<file path="config.mk">
export PLATFORM = sky130hd
export DESIGN_NAME = fxp_requant_pipe
export DESIGN_NICKNAME = d
export VERILOG_FILES = /design/src/rtl/fxp_pkg.sv /design/src/rtl/fxp_sat.sv /design/src/rtl/fxp_requant_pipe.sv
export SDC_FILE = /design/constraint.sdc
export NUM_CORES = 1
export LEC_CHECK = 0
export BUFFER_PORTS_ARGS = -buffer_cell sky130_fd_sc_hd__buf_2
export CORE_MARGIN = 2
export CORE_UTILIZATION = 57
export CTS_CLUSTER_DIAMETER = 30
export CTS_CLUSTER_SIZE = 24
export DETAILED_ROUTE_END_ITERATION = 7
export PLACE_DENSITY = 0.95
export SYNTH_ARGS = -nofsm -noshare
export SYNTH_HDL_FRONTEND = slang
export SYNTH_HIERARCHICAL = 1
export SYNTH_SLANG_ARGS = --single-unit
</file>
<file path="constraint.sdc">
create_clock -name clk -period 3.1 [get_ports clk]
set_clock_uncertainty 0.2 [all_clocks]
set_input_delay 0.62 -clock clk [delete_from_list [all_inputs] [get_ports clk]]
set_output_delay 0.62 -clock clk [all_outputs]
set_load 0.05 [all_outputs]
</file>
<file path="src/rtl/fxp_pkg.sv">
`default_nettype none
// ============================================================================
//  Module      : fxp_pkg
//  Description : Shared fixed-point helpers for the requantization datapath:
//                signed saturation limits and the shift-amount helper.
//  Revision    : 1.0 - initial release
// ============================================================================
package fxp_pkg;

    // Largest value representable in a signed two's complement field of 'width' bits.
    function automatic logic signed [63:0] fxp_sat_max(input int width);
        return (64'sd1 <<< (width - 1)) - 64'sd1;
    endfunction

    // Smallest value representable in a signed two's complement field of 'width' bits.
    function automatic logic signed [63:0] fxp_sat_min(input int width);
        return -(64'sd1 <<< (width - 1));
    endfunction

    // Right-shift amount that moves the binary point from in_frac to out_frac.
    function automatic int fxp_shift(input int in_frac, input int out_frac);
        return in_frac - out_frac;
    endfunction

endpackage : fxp_pkg
`default_nettype wire

</file>
<file path="src/rtl/fxp_sat.sv">
`default_nettype none
// ============================================================================
//  Module      : fxp_sat
//  Description : Combinational signed clip from IN_W bits to OUT_W bits with
//                a flag that reports when clipping occurred.
//  Revision    : 1.0 - initial release
//  Ports       : val_i  [IN_W]  signed value to be clipped
//                data_o [OUT_W] clipped signed value
//                sat_o  [1]     1 when val_i lay outside the OUT_W range
// ============================================================================
module fxp_sat
    import fxp_pkg::*;
#(
    parameter int IN_W  = 17,
    parameter int OUT_W = 8
) (
    input  logic signed [IN_W-1:0]  val_i,
    output logic        [OUT_W-1:0] data_o,
    output logic                    sat_o
);

    // Limits computed at full precision, then narrowed to the compare width.
    localparam logic signed [63:0]     c_MAX_W = fxp_sat_max(OUT_W);
    localparam logic signed [63:0]     c_MIN_W = fxp_sat_min(OUT_W);
    localparam logic signed [IN_W-1:0] c_MAX   = c_MAX_W[IN_W-1:0];
    localparam logic signed [IN_W-1:0] c_MIN   = c_MIN_W[IN_W-1:0];

    always_comb begin
        data_o = val_i[OUT_W-1:0];
        sat_o  = 1'b0;
        if (val_i > c_MAX) begin
            data_o = c_MAX[OUT_W-1:0];
            sat_o  = 1'b1;
        end else if (val_i < c_MIN) begin
            data_o = c_MIN[OUT_W-1:0];
            sat_o  = 1'b1;
        end
    end

endmodule : fxp_sat
`default_nettype wire

</file>
<file path="src/rtl/fxp_requant_pipe.sv">
`default_nettype none
// ============================================================================
//  Module      : fxp_requant_pipe
//  Description : Two-stage elastic pipeline requantizing signed fixed-point
//                samples Q(IN_WIDTH,IN_FRAC) -> Q(OUT_WIDTH,OUT_FRAC).
//                Stage 1: optional round-half-up + arithmetic right shift.
//                Stage 2: saturation. Valid/ready handshake on both sides and
//                a sticky-at-max counter of saturated output transfers.
//  Revision    : 1.0 - initial release
//  Ports       : clk, rst            clock / synchronous active-high reset
//                in_data/in_round    input sample and its rounding mode
//                in_valid/in_ready   input handshake
//                out_data/out_sat    requantized sample and clip flag
//                out_valid/out_ready output handshake
//                sat_clr/sat_cnt     counter clear / saturation event count
// ============================================================================
module fxp_requant_pipe
    import fxp_pkg::*;
#(
    parameter int IN_WIDTH  = 16,
    parameter int IN_FRAC   = 8,
    parameter int OUT_WIDTH = 8,
    parameter int OUT_FRAC  = 4,
    parameter int CNT_WIDTH = 16
) (
    input  logic                 clk,
    input  logic                 rst,
    input  logic [IN_WIDTH-1:0]  in_data,
    input  logic                 in_round,
    input  logic                 in_valid,
    output logic                 in_ready,
    output logic [OUT_WIDTH-1:0] out_data,
    output logic                 out_sat,
    output logic                 out_valid,
    input  logic                 out_ready,
    input  logic                 sat_clr,
    output logic [CNT_WIDTH-1:0] sat_cnt
);

    localparam int c_SHIFT = fxp_shift(IN_FRAC, OUT_FRAC);

    if (OUT_FRAC > IN_FRAC) begin : g_bad_frac
        $error("fxp_requant_pipe: OUT_FRAC must not exceed IN_FRAC");
    end
    if (OUT_WIDTH > IN_WIDTH) begin : g_bad_width
        $error("fxp_requant_pipe: OUT_WIDTH must not exceed IN_WIDTH");
    end

    // ---------------- handshake ----------------
    logic r_s1_valid_q, r_s2_valid_q;
    logic w_s1_adv, w_s2_adv;

    assign w_s2_adv = !r_s2_valid_q || out_ready;
    assign w_s1_adv = !r_s1_valid_q || w_s2_adv;
    assign in_ready = w_s1_adv;

    // ---------------- stage 1: round + shift ----------------
    // One guard bit keeps the rounding add from overflowing at the positive limit.
    logic signed [IN_WIDTH:0] w_ext, w_rnd, w_s1_val_d, r_s1_val_q;

    assign w_ext = {in_data[IN_WIDTH-1], in_data};

    if (c_SHIFT > 0) begin : g_round
        localparam logic signed [IN_WIDTH:0] c_HALF = {{IN_WIDTH{1'b0}}, 1'b1} << (c_SHIFT - 1);
        assign w_rnd = in_round ? (w_ext + c_HALF) : w_ext;
    end else begin : g_no_round
        // Nothing is discarded by the shift, so rounding has nothing to do.
        logic w_unused_round;
        assign w_unused_round = in_round;
        assign w_rnd          = w_ext;
    end

    assign w_s1_val_d = w_rnd >>> c_SHIFT;

    always_ff @(posedge clk) begin
        if (rst) begin
            r_s1_valid_q <= 1'b0;
            r_s1_val_q   <= '0;
        end else if (w_s1_adv) begin
            r_s1_valid_q <= in_valid;
            if (in_valid) begin
                r_s1_val_q <= w_s1_val_d;
            end
        end
    end

    // ---------------- stage 2: saturate ----------------
    logic [OUT_WIDTH-1:0] w_s2_data_d, r_s2_data_q;
    logic                 w_s2_sat_d, r_s2_sat_q;

    fxp_sat #(
        .IN_W  (IN_WIDTH + 1),
        .OUT_W (OUT_WIDTH)
    ) u_sat (
        .val_i  (r_s1_val_q),
        .data_o (w_s2_data_d),
        .sat_o  (w_s2_sat_d)
    );

    always_ff @(posedge clk) begin
        if (rst) begin
            r_s2_valid_q <= 1'b0;
            r_s2_data_q  <= '0;
            r_s2_sat_q   <= 1'b0;
        end else if (w_s2_adv) begin
            r_s2_valid_q <= r_s1_valid_q;
            if (r_s1_valid_q) begin
                r_s2_data_q <= w_s2_data_d;
                r_s2_sat_q  <= w_s2_sat_d;
            end
        end
    end

    assign out_valid = r_s2_valid_q;
    assign out_data  = r_s2_data_q;
    assign out_sat   = r_s2_sat_q;

    // ---------------- saturation event counter ----------------
    logic [CNT_WIDTH-1:0] w_sat_cnt_d, r_sat_cnt_q;

    always_comb begin
        w_sat_cnt_d = r_sat_cnt_q;
        if (sat_clr) begin
            w_sat_cnt_d = '0;
        end else if (r_s2_valid_q && out_ready && r_s2_sat_q
                     && (r_sat_cnt_q != {CNT_WIDTH{1'b1}})) begin
            w_sat_cnt_d = r_sat_cnt_q + {{(CNT_WIDTH-1){1'b0}}, 1'b1};
        end
    end

    always_ff @(posedge clk) begin
        if (rst) begin
            r_sat_cnt_q <= '0;
        end else begin
            r_sat_cnt_q <= w_sat_cnt_d;
        end
    end

    assign sat_cnt = r_sat_cnt_q;

endmodule : fxp_requant_pipe
`default_nettype wire
</file>
==> impl_metrics.ini, run 1 <==
[sta]
finalCritPeriodShare = 0.7351
fmax_ghz = 0.4388
fin_crit_ps = 2279
hold_viol_final = 0
setup_viol = 0
rsz0062_at_grt = no
slew_violations = 0
max_slew_margin = 0.4969
final.setup.tns_ps = 0
tightest_slew_ps = 754.7

[logic_synthesis]
synth_edf_count = 0
yosysTopAreaCellShare = 0.3771
syn_nets = 267
yosysTopAreaCell = dfxtp_1
netlist_instances = 243
syn_area_mm2 = 0.002123
avgSynthCellArea_um2 = 8.738
async_flop_share = 0
ys_seq_elements = 40
ys_seq_area_frac = 0.3771
synth_ff_type = dfxtp_1
synth_area_leaders = dfxtp_1 (38%), mux2i_1 (6.1%), nor4_2 (5.3%)
yosysUniqueCellTypes = 45
ys_warn_count = 6

[setup_path]
end_kind = register
critPathLaunchType = input port
crit_fanout = 15
reg2regPathDepth = 4
arrival_ps = 2310
reg2reg_to = sat_cnt[15]$_SDFFE_PP0P_
critPathRequiredTime_ps = 3130
setup.worst_path.start = out_ready
rr_startpoint = out_valid$_SDFFE_PP0P_
path_class = in2reg
reg2reg_slack_ps = 830

[route]
routed_wl_mm = 4.728
via_count = 2004
drtAntennaViolNets = 0
viasPerCell = 6.091
avgRoutedWirePerCell_um = 14.37
remaining_drc_errors = 0
drtPass1Iterations = 4
drtIter0Drc = 128

[clock_tree]
clock_latency_ps = 300
cts-root-buf = clkbuf_8
post_cts_buffers = 0
cts.clk_slew.worst_paths_ps = 80
cts_max_path_buffers = 2
cts_tree = done
numCtsBuffers = 5
cts_resized = 0
cts-hold-fix-buffers = 0
htree_levels = 2
cts.sinks = 40

[hold_path]
min_to = out_data[3]$_SDFFE_PP0P_
hold_path_class = reg2reg
worstHoldStart = out_data[3]$_SDFFE_PP0P_
min_path_cells = 2

[global_routing]
grt_pass1_wl_mm = 7.769
antenna_found_initial = 0
grt_overflow = 0
grt_start_max_net_pins = 30
grt_usage = 0.2351
grt_pass1_vias = 1755

[die]
die_w_um = 65.04
die_h_um = 65.04
fp-row-count = 22
start_util = 0.5844
ios = 49
die_area_mm2 = 0.004230
core_mm2 = 0.003633

[layout]
final_nets = 304
diodes = 0
nFillCells = 315
syn2layout_area_growth_pct = 15.03
final_common_cell = buf_2
mostFrequentLayoutCells = buf_2 (45), dfxtp_1 (40), nor2_1 (28)
final_layout_size_suffix_gt1_frac = 0.2491
final_cells = 329

[pwr]
peakVddDrop_mv = 0.2664
p_leak_nw = 0.9340
power_density_mw_per_mm2 = 444.5
power_mw = 1.086

[place]
dp_hpwl_mm = 3.425
dpl.cell_count = 321
portBuffers = 45
globalplace.congestion = 0.8018

[outcome]
status = complete, no violations

[job]
max-cap-violations = 0
[worst max-delay path by stage]
stage	endpoint	slack [ps]
final	sat_cnt[15]$_SDFFE_PP0P_	820
after floorplan	r_s1_val_q[11]$_SDFFE_PP0P_	680
after detailed placement	sat_cnt[9]$_SDFFE_PP0P_	530
after CTS	sat_cnt[9]$_SDFFE_PP0P_	840
after global routing	sat_cnt[9]$_SDFFE_PP0P_	650
after global placement	sat_cnt[15]$_SDFFE_PP0P_	600
[layout make-up]
class	instances	area (um^2)	area share
Inverter	6	22.52	0.009221
Clock buffer	7	86.33	0.03535
Tap cell	48	60.06	0.02459
Timing Repair Buffer	47	240.2	0.09836
Sequential cell	40	800.8	0.3279
Multi-Input combinational cell	180	1225	0.5015
Clock inverter	1	7.507	0.003074
[sequential cells by signal (all words and copies together), names as in the netlist]
register,flops
sat_cnt,16
r_s1_val_q,13
out_data,8
out_sat,1
out_valid,1
r_s1_valid_q,1
[Yosys cell counts, types with 2 or more instances]
cell,count
or4_1,4
nand4_1,8
o311ai_0,2
a21oi_1,7
nand3_1,10
or3_1,8
xnor2_1,5
and2_1,3
nand2_1,13
o21ba_2,2
inv_1,6
nor4_1,6
xor2_1,5
o21ai_0,3
o211ai_1,2
nor3_1,8
nor2_1,28
o31a_1,2
buf_2,3
ha_1,2
dfxtp_1,40
nor4_2,9
o21a_1,2
o2bb2ai_1,7
mux2i_1,13
a211oi_1,12
and3_1,2
buf_1,2
o41ai_1,3
clkbuf_1,11
[routing by layer]
metal	GRT usage	wire [um]	vias up
met3	0.05208	280	7
li1	-	-	987
met2	0.4034	2355	73
met1	0.2832	2025	937
met4	0.09896	67	0
met5	0	0	-
[power breakdown]
group	switching, mW	internal [mW]	total [mW]	leakage [nW]
Sequential	0.0193	0.537	0.556	0.327
Combinational	0.113	0.0597	0.173	0.562
Clock	0.176	0.181	0.357	0.0445
Total	0.309	0.777	1.09	0.934
[cells by family (layout without fill, tap and decap cells)]
logic type	count (synthesis)	count (layout)	synth area share
compound gates	46	46	0.1621
xor+xnor	10	10	0.04125
fa+ha+maj	2	2	0.01178
buf+inv	23	61	0.04596
flops	40	40	0.3771
mux	13	13	0.06128
simple gates	109	109	0.3005
[stage by stage]
| step | utilization | hold WS, ps | cell area [um^2] | setup WS, ps |
|---|---|---|---|---|
| 2_1_floorplan | - | 252.3 | 2123 | 678.2 |
| 3_3_place_gp | 0.6464 | 270.0 | 2349 | 604.4 |
| 3_5_place_dp | 0.6464 | 277.7 | 2349 | 532.1 |
| 4_1_cts | 0.6722 | 294.2 | 2442 | 841.7 |
| 5_1_grt | 0.6722 | 316.9 | 2442 | 648.4 |
| 6_report | 0.6722 | 291.3 | 2442 | 821.2 |
[critical path, cell delays in order]
cell and delay (ps):
buf_2 120, nand3_2 250, or4_1 730, or4_1 440, a21oi_1 140
No activity file was read; power rests on OpenSTA's default activity.
==> inputs of run 2 (changes only) <==
Settings changed: ABC_AREA set to 1, CORE_UTILIZATION 57 to 49, PLACE_DENSITY 0.95 to 0.87.
Clock period 3.1 ns to 2 ns, I/O delays scaled along.
==> run 2 against run 1 <==
Compared with the run above:
- combinational power increased by 43%
- cell area is 6.8% higher
- cell count up 38%
==> impl_metrics.ini, run 2 <==
[logic_synthesis]
ys_seq_elements = 40
synth_ff_type = dfxtp_1
avgSynthCellArea_um2 = 6.281
yosysTopAreaCellShare = 0.3643
syn_area_mm2 = 0.002198
syn_nets = 374
yosysUniqueCellTypes = 26
yosysTopAreaCell = dfxtp_1
synth_common_cells = nand2_1 (111), nor2_1 (65), dfxtp_1 (40)
synth_area_leaders = dfxtp_1 (36%), nand2_1 (19%), nor2_1 (11%)
synth_edf_count = 0
yosysMostFrequentCell = nand2_1
netlist_instances = 350
ys_seq_area_frac = 0.3643
ys_warn_count = 6
async_flop_share = 0

[clock_tree]
cts_max_path_buffers = 2
cts_tree = done
cts.sinks = 40
cts-hold-fix-buffers = 0
htree_levels = 2
numCtsBuffers = 5
cts-root-buf = clkbuf_8
cts_resized = 0
post_cts_buffers = 0
clock_latency_ps = 290
cts.clk_slew.worst_paths_ps = 80

[place]
portBuffers = 45
globalplace.congestion = 0.8254
dp_hpwl_mm = 3.635

[outcome]
status = complete, no violations

[layout]
final_layout_size_suffix_gt1_frac = 0.1891
mostFrequentLayoutCells = nand2_1 (111), nor2_1 (65), buf_2 (45)
final_common_cell = nand2_1
largest_reg_flops = 16
syn2layout_area_growth_pct = 18.67
regArea_um2 = 804.5
diodes = 0
nFillCells = 417
multiInputGateArea_mm2 = 0.001222
final_nets = 426

[setup_path]
end_kind = register
path_class = reg2reg
critPathLaunchType = register
arrival_ps = 1810
reg2regPathDepth = 9
critPathRequiredTime_ps = 1970
crit_fanout = 17
reg2reg_to = sat_cnt[8]$_SDFFE_PP0P_
endpoint = sat_cnt[8]$_SDFFE_PP0P_
setup.worst_path.start = sat_cnt[0]$_SDFFE_PP0P_
reg2reg_slack_ps = 170
rr_startpoint = sat_cnt[0]$_SDFFE_PP0P_

[pwr]
peakVddDrop_mv = 0.3662
power_mw = 1.680
p_leak_nw = 1.193
power_density_mw_per_mm2 = 644.1

[job]
max-cap-violations = 0

[sta]
slew_violations = 0
max_slew_margin = 0.6817
fin_crit_ps = 1833
rsz0062_at_grt = no
fmax_ghz = 0.5454
setup_viol = 0
final.setup.tns_ps = 0
finalCritPeriodShare = 0.9167
hold_viol_final = 0
tightest_slew_ps = 476.9
hold_slack_ps = 178.5

[global_routing]
grt_usage = 0.2061
grt_pass1_wl_mm = 8.500
grt_start_max_net_pins = 20
grt_pass1_vias = 1982
grt_overflow = 0
antenna_found_initial = 0

[route]
avgRoutedWirePerCell_um = 10.80
remaining_drc_errors = 0
drtPass1Iterations = 4
drtIter0Drc = 158
routed_wl_mm = 4.901
drtAntennaViolNets = 0
via_count = 2264
viasPerCell = 4.987

[die]
die_area_mm2 = 0.005038
start_util = 0.5084
fp-row-count = 24
core_mm2 = 0.004324
ios = 49
die_h_um = 70.98
die_w_um = 70.98

[hold_path]
hold_path_class = in2reg
run 2: cell types whose count changed after synthesis, moves of 6 or more:
| cell | change |
|---|---|
| nand2_1 | +98 |
| nor2_1 | +37 |
| inv_1 | +27 |
| o21ai_0 | +20 |
| a21oi_1 | +13 |
| mux2i_1 | -13 |
| a211oi_1 | -12 |
| nor4_2 | -9 |
| clkbuf_1 | -8 |
| nor3_1 | -8 |
| or3_1 | -8 |
| nand3_1 | +7 |
| o2bb2ai_1 | -7 |
| nor4_1 | -6 |
run 2: kinds of logic (layout without fill, tap and decap cells):
family | count (synthesis) | count (layout) | synth area share
XOR/XNOR | 8 | 8 | 0.03187
buffers and inverters | 43 | 95 | 0.08195
adder cells (fa/ha/maj) | 2 | 2 | 0.01138
AND/OR/NAND/NOR | 208 | 208 | 0.3859
AO/OA/AOI/OAI | 49 | 49 | 0.1247
flip-flops | 40 | 40 | 0.3643
run 2: layer usage:
layer | vias up | global-route usage | wire length, um | part of all wire
met5 | - | 0 | 0 | 0
met3 | 6 | 0.04416 | 258 | 0.053
met4 | 0 | 0.07547 | 81 | 0.017
li1 | 1208 | - | - | -
met1 | 1001 | 0.2688 | 2301 | 0.47
met2 | 49 | 0.3364 | 2259 | 0.46
run 2: worst min-delay path by stage:
stage | start | end | slack, ps | depth (start not counted)
2_1_floorplan | rst | out_valid$_SDFFE_PP0P_ | 260 | 1
3_3_place_gp | out_data[2]$_SDFFE_PP0P_ | out_data[2]$_SDFFE_PP0P_ | 260 | 2
4_1_cts | rst | out_valid$_SDFFE_PP0P_ | 170 | 2
3_5_place_dp | out_data[1]$_SDFFE_PP0P_ | out_data[1]$_SDFFE_PP0P_ | 270 | 2
5_1_grt | in_data[4] | r_s1_val_q[0]$_SDFFE_PP0P_ | 200 | 3
6_report | rst | out_valid$_SDFFE_PP0P_ | 180 | 2
run 2: area by class of cell:
| class | instances | area share |
|---|---|---|
| multi-input cells | 267 | 0.4686 |
| flip-flops and latches | 40 | 0.3084 |
| repair buffers | 54 | 0.1122 |
| inverters | 34 | 0.04892 |
| clock buffers | 7 | 0.03693 |
| well taps | 52 | 0.02494 |
run 2: stage by stage:
step	area [um^2]	setup slack [ps]	cells	util
after floorplan	2207	99.49	350	-
after CTS	2609	167.8	454	0.6033
final	2609	166.5	454	0.6033
after detailed placement	2512	181.2	447	0.5810
after global placement	2512	193.8	447	0.5810
after global routing	2609	10.88	454	0.6033
run 2: critical path, cell delays in order, from the launching register on:
cell	delay, ps
dfxtp_2	350
ha_1	240
nand3_1	130
inv_1	60
nand2_2	90
nor2_1	80
nor2_4	300
nand3_1	120
nand2_1	90
nor2_1	40
run 2: power breakdown:
part / switching (mW) / leakage (nW) / total (mW) / internal (mW)
registers: 0.0229 / 0.329 / 0.855 / 0.832
logic: 0.169 / 0.814 / 0.248 / 0.0787
clock network: 0.270 / 0.0503 / 0.577 / 0.307
total: 0.462 / 1.19 / 1.68 / 1.22
